File: src/rtl/sync_width_conv_fifo.sv
// sync_width_conv_fifo
//   Single-clock FIFO that packs (narrow->wide) or unpacks (wide->narrow)
//   between a write bus of INPUT_WIDTH and a read bus of OUTPUT_WIDTH.
//   Storage is kept as rows of the wider width; pointers count narrow units
//   and carry one extra wrap bit.
//
// Ports
//   sys_clk        clock, rising edge
//   rst            asynchronous reset, active low
//   wr_en / din    write request and write word
//   rd_en          read request (STANDARD) / pop acknowledge (FWFT)
//   valid / dout   registered read word and its qualifier
//   full / empty   registered status flags
//   wr_data_count  whole write words stored
//   rd_data_count  whole read words stored
//   wr_data_space  whole write words free
//   rd_data_space  whole read words free
module sync_width_conv_fifo #(
    parameter int    INPUT_WIDTH  = 64,
    parameter int    OUTPUT_WIDTH = 8,
    parameter int    WR_DEPTH     = 16,
    parameter int    RD_DEPTH     = 128,
    parameter string MODE         = "FWFT",
    parameter string DIRECTION    = "LSB"
) (
    input  logic                      sys_clk,
    input  logic                      rst,
    input  logic                      wr_en,
    input  logic [INPUT_WIDTH-1:0]    din,
    input  logic                      rd_en,
    output logic                      valid,
    output logic [OUTPUT_WIDTH-1:0]   dout,
    output logic                      full,
    output logic                      empty,
    output logic [$clog2(WR_DEPTH):0] wr_data_count,
    output logic [$clog2(RD_DEPTH):0] rd_data_count,
    output logic [$clog2(WR_DEPTH):0] wr_data_space,
    output logic [$clog2(RD_DEPTH):0] rd_data_space
);
    localparam int NW    = (INPUT_WIDTH < OUTPUT_WIDTH) ? INPUT_WIDTH : OUTPUT_WIDTH;
    localparam int WW    = (INPUT_WIDTH < OUTPUT_WIDTH) ? OUTPUT_WIDTH : INPUT_WIDTH;
    localparam int R     = WW / NW;
    localparam int RB    = $clog2(R);
    localparam int SW    = (RB > 0) ? RB : 1;
    localparam int UNITS = WR_DEPTH * (INPUT_WIDTH / NW);
    localparam int AW    = $clog2(UNITS);
    localparam int ROWS  = UNITS / R;
    localparam bit FWFT  = (MODE == "FWFT");
    localparam bit LSB   = (DIRECTION == "LSB");
    localparam bit UP    = (INPUT_WIDTH < OUTPUT_WIDTH);
    // log2 of narrow units per write word / per read word
    localparam int WSH   = UP ? 0 : RB;
    localparam int RSH   = UP ? RB : 0;
    localparam int WCW   = $clog2(WR_DEPTH) + 1;
    localparam int RCW   = $clog2(RD_DEPTH) + 1;
    localparam int UW    = 1 << WSH;
    localparam int UR    = 1 << RSH;
    localparam logic [AW:0] W_INC = UW[AW:0];
    localparam logic [AW:0] R_INC = UR[AW:0];
    localparam logic [AW:0] CAP   = UNITS[AW:0];

    // Row k slot holds the k-th narrow unit in FIFO order
    logic [R-1:0][NW-1:0] r_mem [ROWS];

    logic [AW:0]             r_wr_ptr, r_rd_ptr;
    logic                    r_valid, r_full, r_empty;
    logic [OUTPUT_WIDTH-1:0] r_dout;
    logic [WCW-1:0]          r_wr_cnt, r_wr_space;
    logic [RCW-1:0]          r_rd_cnt, r_rd_space;

    logic                    w_wr_acc, w_rd_acc, w_valid_nxt;
    logic [AW:0]             w_used, w_rd_addr;
    logic [AW:0]             w_wr_ptr_nxt, w_rd_ptr_nxt, w_used_nxt, w_free_nxt;
    logic [RCW-1:0]          w_rd_cnt;
    logic [OUTPUT_WIDTH-1:0] w_rd_word, w_dout_nxt;

    assign w_wr_acc     = wr_en & ~r_full;
    assign w_rd_acc     = rd_en & (FWFT ? r_valid : ~r_empty);
    assign w_used       = r_wr_ptr - r_rd_ptr;
    assign w_rd_cnt     = w_used[AW:RSH];
    // On an FWFT pop the word after the head is fetched so that the
    // output register refills on the same edge (no bubble).
    assign w_rd_addr    = (FWFT && w_rd_acc) ? (r_rd_ptr + R_INC) : r_rd_ptr;
    assign w_wr_ptr_nxt = r_wr_ptr + (w_wr_acc ? W_INC : '0);
    assign w_rd_ptr_nxt = r_rd_ptr + (w_rd_acc ? R_INC : '0);
    assign w_used_nxt   = w_wr_ptr_nxt - w_rd_ptr_nxt;
    assign w_free_nxt   = CAP - w_used_nxt;

    generate
        if (!UP) begin : g_down
            logic [R-1:0][NW-1:0] w_din_row;
            logic [SW-1:0]        w_rd_slice;
            always_comb begin
                for (int k = 0; k < R; k++)
                    w_din_row[k] = din[(LSB ? k : R-1-k)*NW +: NW];
            end
            assign w_rd_slice = SW'(w_rd_addr % R);
            always_ff @(posedge sys_clk) begin
                if (w_wr_acc) r_mem[r_wr_ptr[AW-1:RB]] <= w_din_row;
            end
            assign w_rd_word = r_mem[w_rd_addr[AW-1:RB]][w_rd_slice];
        end else begin : g_up
            logic [R-1:0][NW-1:0] w_rd_row;
            always_ff @(posedge sys_clk) begin
                if (w_wr_acc) r_mem[r_wr_ptr[AW-1:RB]][r_wr_ptr[RB-1:0]] <= din;
            end
            assign w_rd_row = r_mem[w_rd_addr[AW-1:RB]];
            always_comb begin
                for (int k = 0; k < R; k++)
                    w_rd_word[k*NW +: NW] = w_rd_row[LSB ? k : R-1-k];
            end
        end
    endgenerate

    always_comb begin
        w_valid_nxt = r_valid;
        w_dout_nxt  = r_dout;
        if (FWFT) begin
            // Refill the output register when it is empty or being popped;
            // a pop needs a second complete word behind the head.
            if (!r_valid || w_rd_acc) begin
                w_valid_nxt = w_rd_acc ? (w_rd_cnt >= RCW'(2)) : (w_rd_cnt != '0);
                if (w_valid_nxt) w_dout_nxt = w_rd_word;
            end
        end else begin
            w_valid_nxt = w_rd_acc;
            if (w_rd_acc) w_dout_nxt = w_rd_word;
        end
    end

    always_ff @(posedge sys_clk or negedge rst) begin
        if (!rst) begin
            r_wr_ptr   <= '0;
            r_rd_ptr   <= '0;
            r_valid    <= 1'b0;
            r_dout     <= '0;
            r_full     <= 1'b0;
            r_empty    <= 1'b1;
            r_wr_cnt   <= '0;
            r_rd_cnt   <= '0;
            r_wr_space <= WCW'(WR_DEPTH);
            r_rd_space <= RCW'(RD_DEPTH);
        end else begin
            r_wr_ptr   <= w_wr_ptr_nxt;
            r_rd_ptr   <= w_rd_ptr_nxt;
            r_valid    <= w_valid_nxt;
            r_dout     <= w_dout_nxt;
            r_wr_cnt   <= w_used_nxt[AW:WSH];
            r_rd_cnt   <= w_used_nxt[AW:RSH];
            r_wr_space <= w_free_nxt[AW:WSH];
            r_rd_space <= w_free_nxt[AW:RSH];
            r_full     <= (w_free_nxt[AW:WSH] == '0);
            r_empty    <= FWFT ? ~w_valid_nxt : (w_used_nxt[AW:RSH] == '0);
        end
    end

    assign valid         = r_valid;
    assign dout          = r_dout;
    assign full          = r_full;
    assign empty         = r_empty;
    assign wr_data_count = r_wr_cnt;
    assign rd_data_count = r_rd_cnt;
    assign wr_data_space = r_wr_space;
    assign rd_data_space = r_rd_space;

endmodule

File: config.mk
export PLATFORM = sky130hd
export DESIGN_NAME = sync_width_conv_fifo
export DESIGN_NICKNAME = d
export VERILOG_FILES = /design/src/rtl/sync_width_conv_fifo.sv
export SDC_FILE = /design/constraint.sdc
export NUM_CORES = 1
export LEC_CHECK = 0
export ABC_AREA = 1
export BUFFER_PORTS_ARGS = -buffer_cell sky130_fd_sc_hd__clkbuf_2
export CORE_MARGIN = 1.5
export CORE_UTILIZATION = 55
export CTS_CLUSTER_SIZE = 20
export DETAILED_ROUTE_END_ITERATION = 16
export PLACE_DENSITY_LB_ADDON = 0.05
export SLEW_MARGIN = 0
export SYNTH_ARGS = -nofsm -noshare
export SYNTH_HDL_FRONTEND = slang
export SYNTH_SLANG_ARGS = --single-unit
File: constraint.sdc
create_clock -name sys_clk -period 4.2 [get_ports sys_clk]
set_input_delay 1.26 -clock sys_clk [delete_from_list [all_inputs] [get_ports sys_clk]]
set_output_delay 1.26 -clock sys_clk [all_outputs]
set_load 0.01 [all_outputs]
==> run summary <==
status: complete, no violations
static leakage: 22.1 nW
asr flop ratio synth: 0.0349
chip height: 293 µm
antenna violations before repair: 6
Net Sw Frac: 0.382
hold slack: 0.545 ns
CP max stage delay: 0.39 ns
Tmin final: 3.50 ns
Core Box Area: 83300 µm²
required time of the critical path: 4.75 ns
placer congestion estimate: 0.802
vias per inst: 5.42
count of final max-slew check failures: 0
Peak supply drop: 427 µV
met3 WL post-DR: 8750 µm
via count: 30900
I/O pin count: 105
yosys warns: 0
cts hold-fix bufs: 0
synthesized cell area: 46100 µm²
Worst setup EP type: flop
fraction of layout cells with a size suffix above 1: 0.0977
Critical Path Fanout Max: 32
TritonCTS buffer count: 111
DRT Pass-1 Iters: 6
M1 WL: 52600 µm
worst slack at placement: -0.000712 ns
CP startpoint kind: input port
Initial Util: 0.554
post-synthesis sequential area ratio: 0.687
Bufs and invs on worst path: 3
post-synth top area share: 0.667
top layer in use: met5
CP top delay family: simple AND/OR/NAND/NOR gates
power share of the combinational group: 0.383
Power Dens Cells: 711 nW/µm²
final setup skew: 0.0260 ns
Clock Path Buffers: 3
placed cell area: 49000 µm²
fin crit share: 0.833
Antenna Nets Post-Route: 0
most area-consuming cells after synthesis: edfxtp_1, nand3_1, nand2_1
Die Wd: 293 µm
Worst-Skew Late Latency: 0.68 ns
Synth Register Bits: 1061
total power: 37.4 mW
clock tree from TritonCTS: done
first-pass GRT wire length: 184000 µm
vias in the first global route: 29400
htree depth: 3
library cells used by synthesis: 33
top-count cell post-synth: nand2_1
top cells by count, synth: nand2_1, edfxtp_1, nand3_1
HPWL Detailed: 67600 µm
clock root cell: clkbuf_16
power share of the clock group: 0.262
WL met2: 58100 µm
Sequential Power Share: 0.355
CP dominant cell by count: nand3_1
design area: 52600 µm²
worst-path cell chain: clkbuf_2 -> nand2_2 -> nor2_2 -> nand3_2 -> nand2_8 -> buf_12 -> buf_4 -> nand2_1 -> nand3_1 -> nand3_1 -> nand3_1 -> nand3_1 -> nand3_1 -> nand3_1 -> nand3_1 -> nand2_1
largest net degree at the start of global routing: 70
worst-margin pin slew: 0.807 ns
switching pwr: 14.3 mW
row count: 106
Syn Inst Count: 4394
main flop type after synthesis: edfxtp_1
die area: 85600 µm²
total gr overflow: 0
DRT Wirelength: 123000 µm
Yosys top cell by area: edfxtp_1
post-synthesis average cell area: 10.5 µm²
Global Route Usage Sum: 0.291
Setup-failing EPs final: 0
P&R area growth vs syn: 14.1%
drt drc: 0
RSZ-0062 raised after global routing: false
Nets: 4610
cell count after placement: 5492
port bufs: 104
maximum capacitance violations: 0
Critical-path top delay cell: nand3_1
drt initial violations: 3137
Finished Layout Cells: 5701
f_max: 0.286 GHz
EDFF count, synth: 1024
final setup margin: 0.700 ns
syn_nets: 4479
drt wl/cell: 21.6 µm
PostCTS Resize Cnt: 0
Slew HR: 0.462
Fin. Hold Viols: 0
WS Path Type: in -> reg
clock transition at the registers of the reported paths: 0.06 ns
critical path arrival: 4.05 ns
internal power: 23.1 mW
TritonCTS sink count: 1061
post-CTS setup buffer count: 0
worst min path class: reg -> reg
power groups by stage:
stage	registers [mW]	logic [mW]	clock network, mW
final	13.3	14.3	9.80
after global placement	13.5	14.2	0
after global routing	13.4	15.7	10.3
after CTS	13.3	14.3	9.91
after detailed placement	13.5	14.2	0
after floorplan	13.5	8.74	0
metrics by stage:
step / utilization / setup TNS, ns
2_1_floorplan: - / -643.11
3_3_place_gp: 0.588 / 0
3_5_place_dp: 0.588 / -0.000712
4_1_cts: 0.632 / 0
5_1_grt: 0.632 / 0
6_report: 0.632 / 0
cell families (layout without fill, tap and decap cells):
kind of cell,after synthesis,after routing,synth area share
AND/OR/NAND/NOR,2169,2169,0.203
flip-flops,1061,1061,0.687
buffers and inverters,1031,1254,0.0906
AO/OA/AOI/OAI,94,94,0.0111
XOR/XNOR,22,22,0.00434
adder cells (fa/ha/maj),17,17,0.00461
other,0,4,0
path summary, 6_finish.rpt:
kind	from	end	slack, ns	cells past startpoint
worst max-delay path	rd_en	dout[4]	0.70	16
max in group asynchronous	rst	rd_data_space[7]	2.76	2
worst min register to register	r_wr_ptr[7]	r_wr_ptr[7]	0.54	1
min in group asynchronous	rst	dout[1]	0.61	1
worst min-delay path	r_wr_ptr[7]	r_wr_ptr[7]	0.54	1
worst max register to register	r_rd_ptr[2]	dout[4]	0.79	15
per-layer routing:
layer,vias to the layer above,global-route usage
met1,14800,0.408
met2,1144,0.474
met5,-,0
met3,229,0.0368
li1,14700,-
met4,6,0.0935
worst register-to-register path, cell delays in order, from the launching register on:
cell and delay [ns]:
dfrtp_1 0.54, nand2_2 0.21, inv_2 0.15, nand3_2 0.21, nand2_8 0.33, buf_12 0.25, buf_4 0.26, nand2_1 0.08
nand3_1 0.09, nand3_1 0.08, nand3_1 0.14, nand3_1 0.10, nand3_1 0.15, nand3_1 0.39, nand3_1 0.25, nand2_1 0.07
state kept, by name (all words and copies together) (netlist names):
name and flops:
r_mem 1024, dout 8, r_rd_ptr 7, rd_data_count 7
rd_data_space 7, r_wr_ptr 5, empty 1, full 1
valid 1
cells in the final DEF, fill, tap and decap left out, types with 21 or more instances in the layout:
master     count
nand2_1     1190
edfxtp_1    1024
nand3_1      919
inv_1        787
clkbuf_16    114
clkbuf_2     104
buf_4         85
buf_12        67
o21ai_1       57
dfrtp_1       35
clkinv_1      26
clkbuf_1      25
nor2_1        21
layout make-up:
| class | count | area (µm²) |
|---|---|---|
| Sequential cell | 1061 | 31700 |
| Multi-Input combinational cell | 2302 | 10500 |
| Timing Repair Buffer | 256 | 2500 |
| Inverter | 793 | 2980 |
| Fill cell | 6659 | 30700 |
| Antenna cell | 4 | 10.0 |
| Clock buffer | 141 | 2970 |
| Clock inverter | 64 | 659 |
| Tap cell | 1080 | 1350 |
Power figures use the tool's default switching activity.
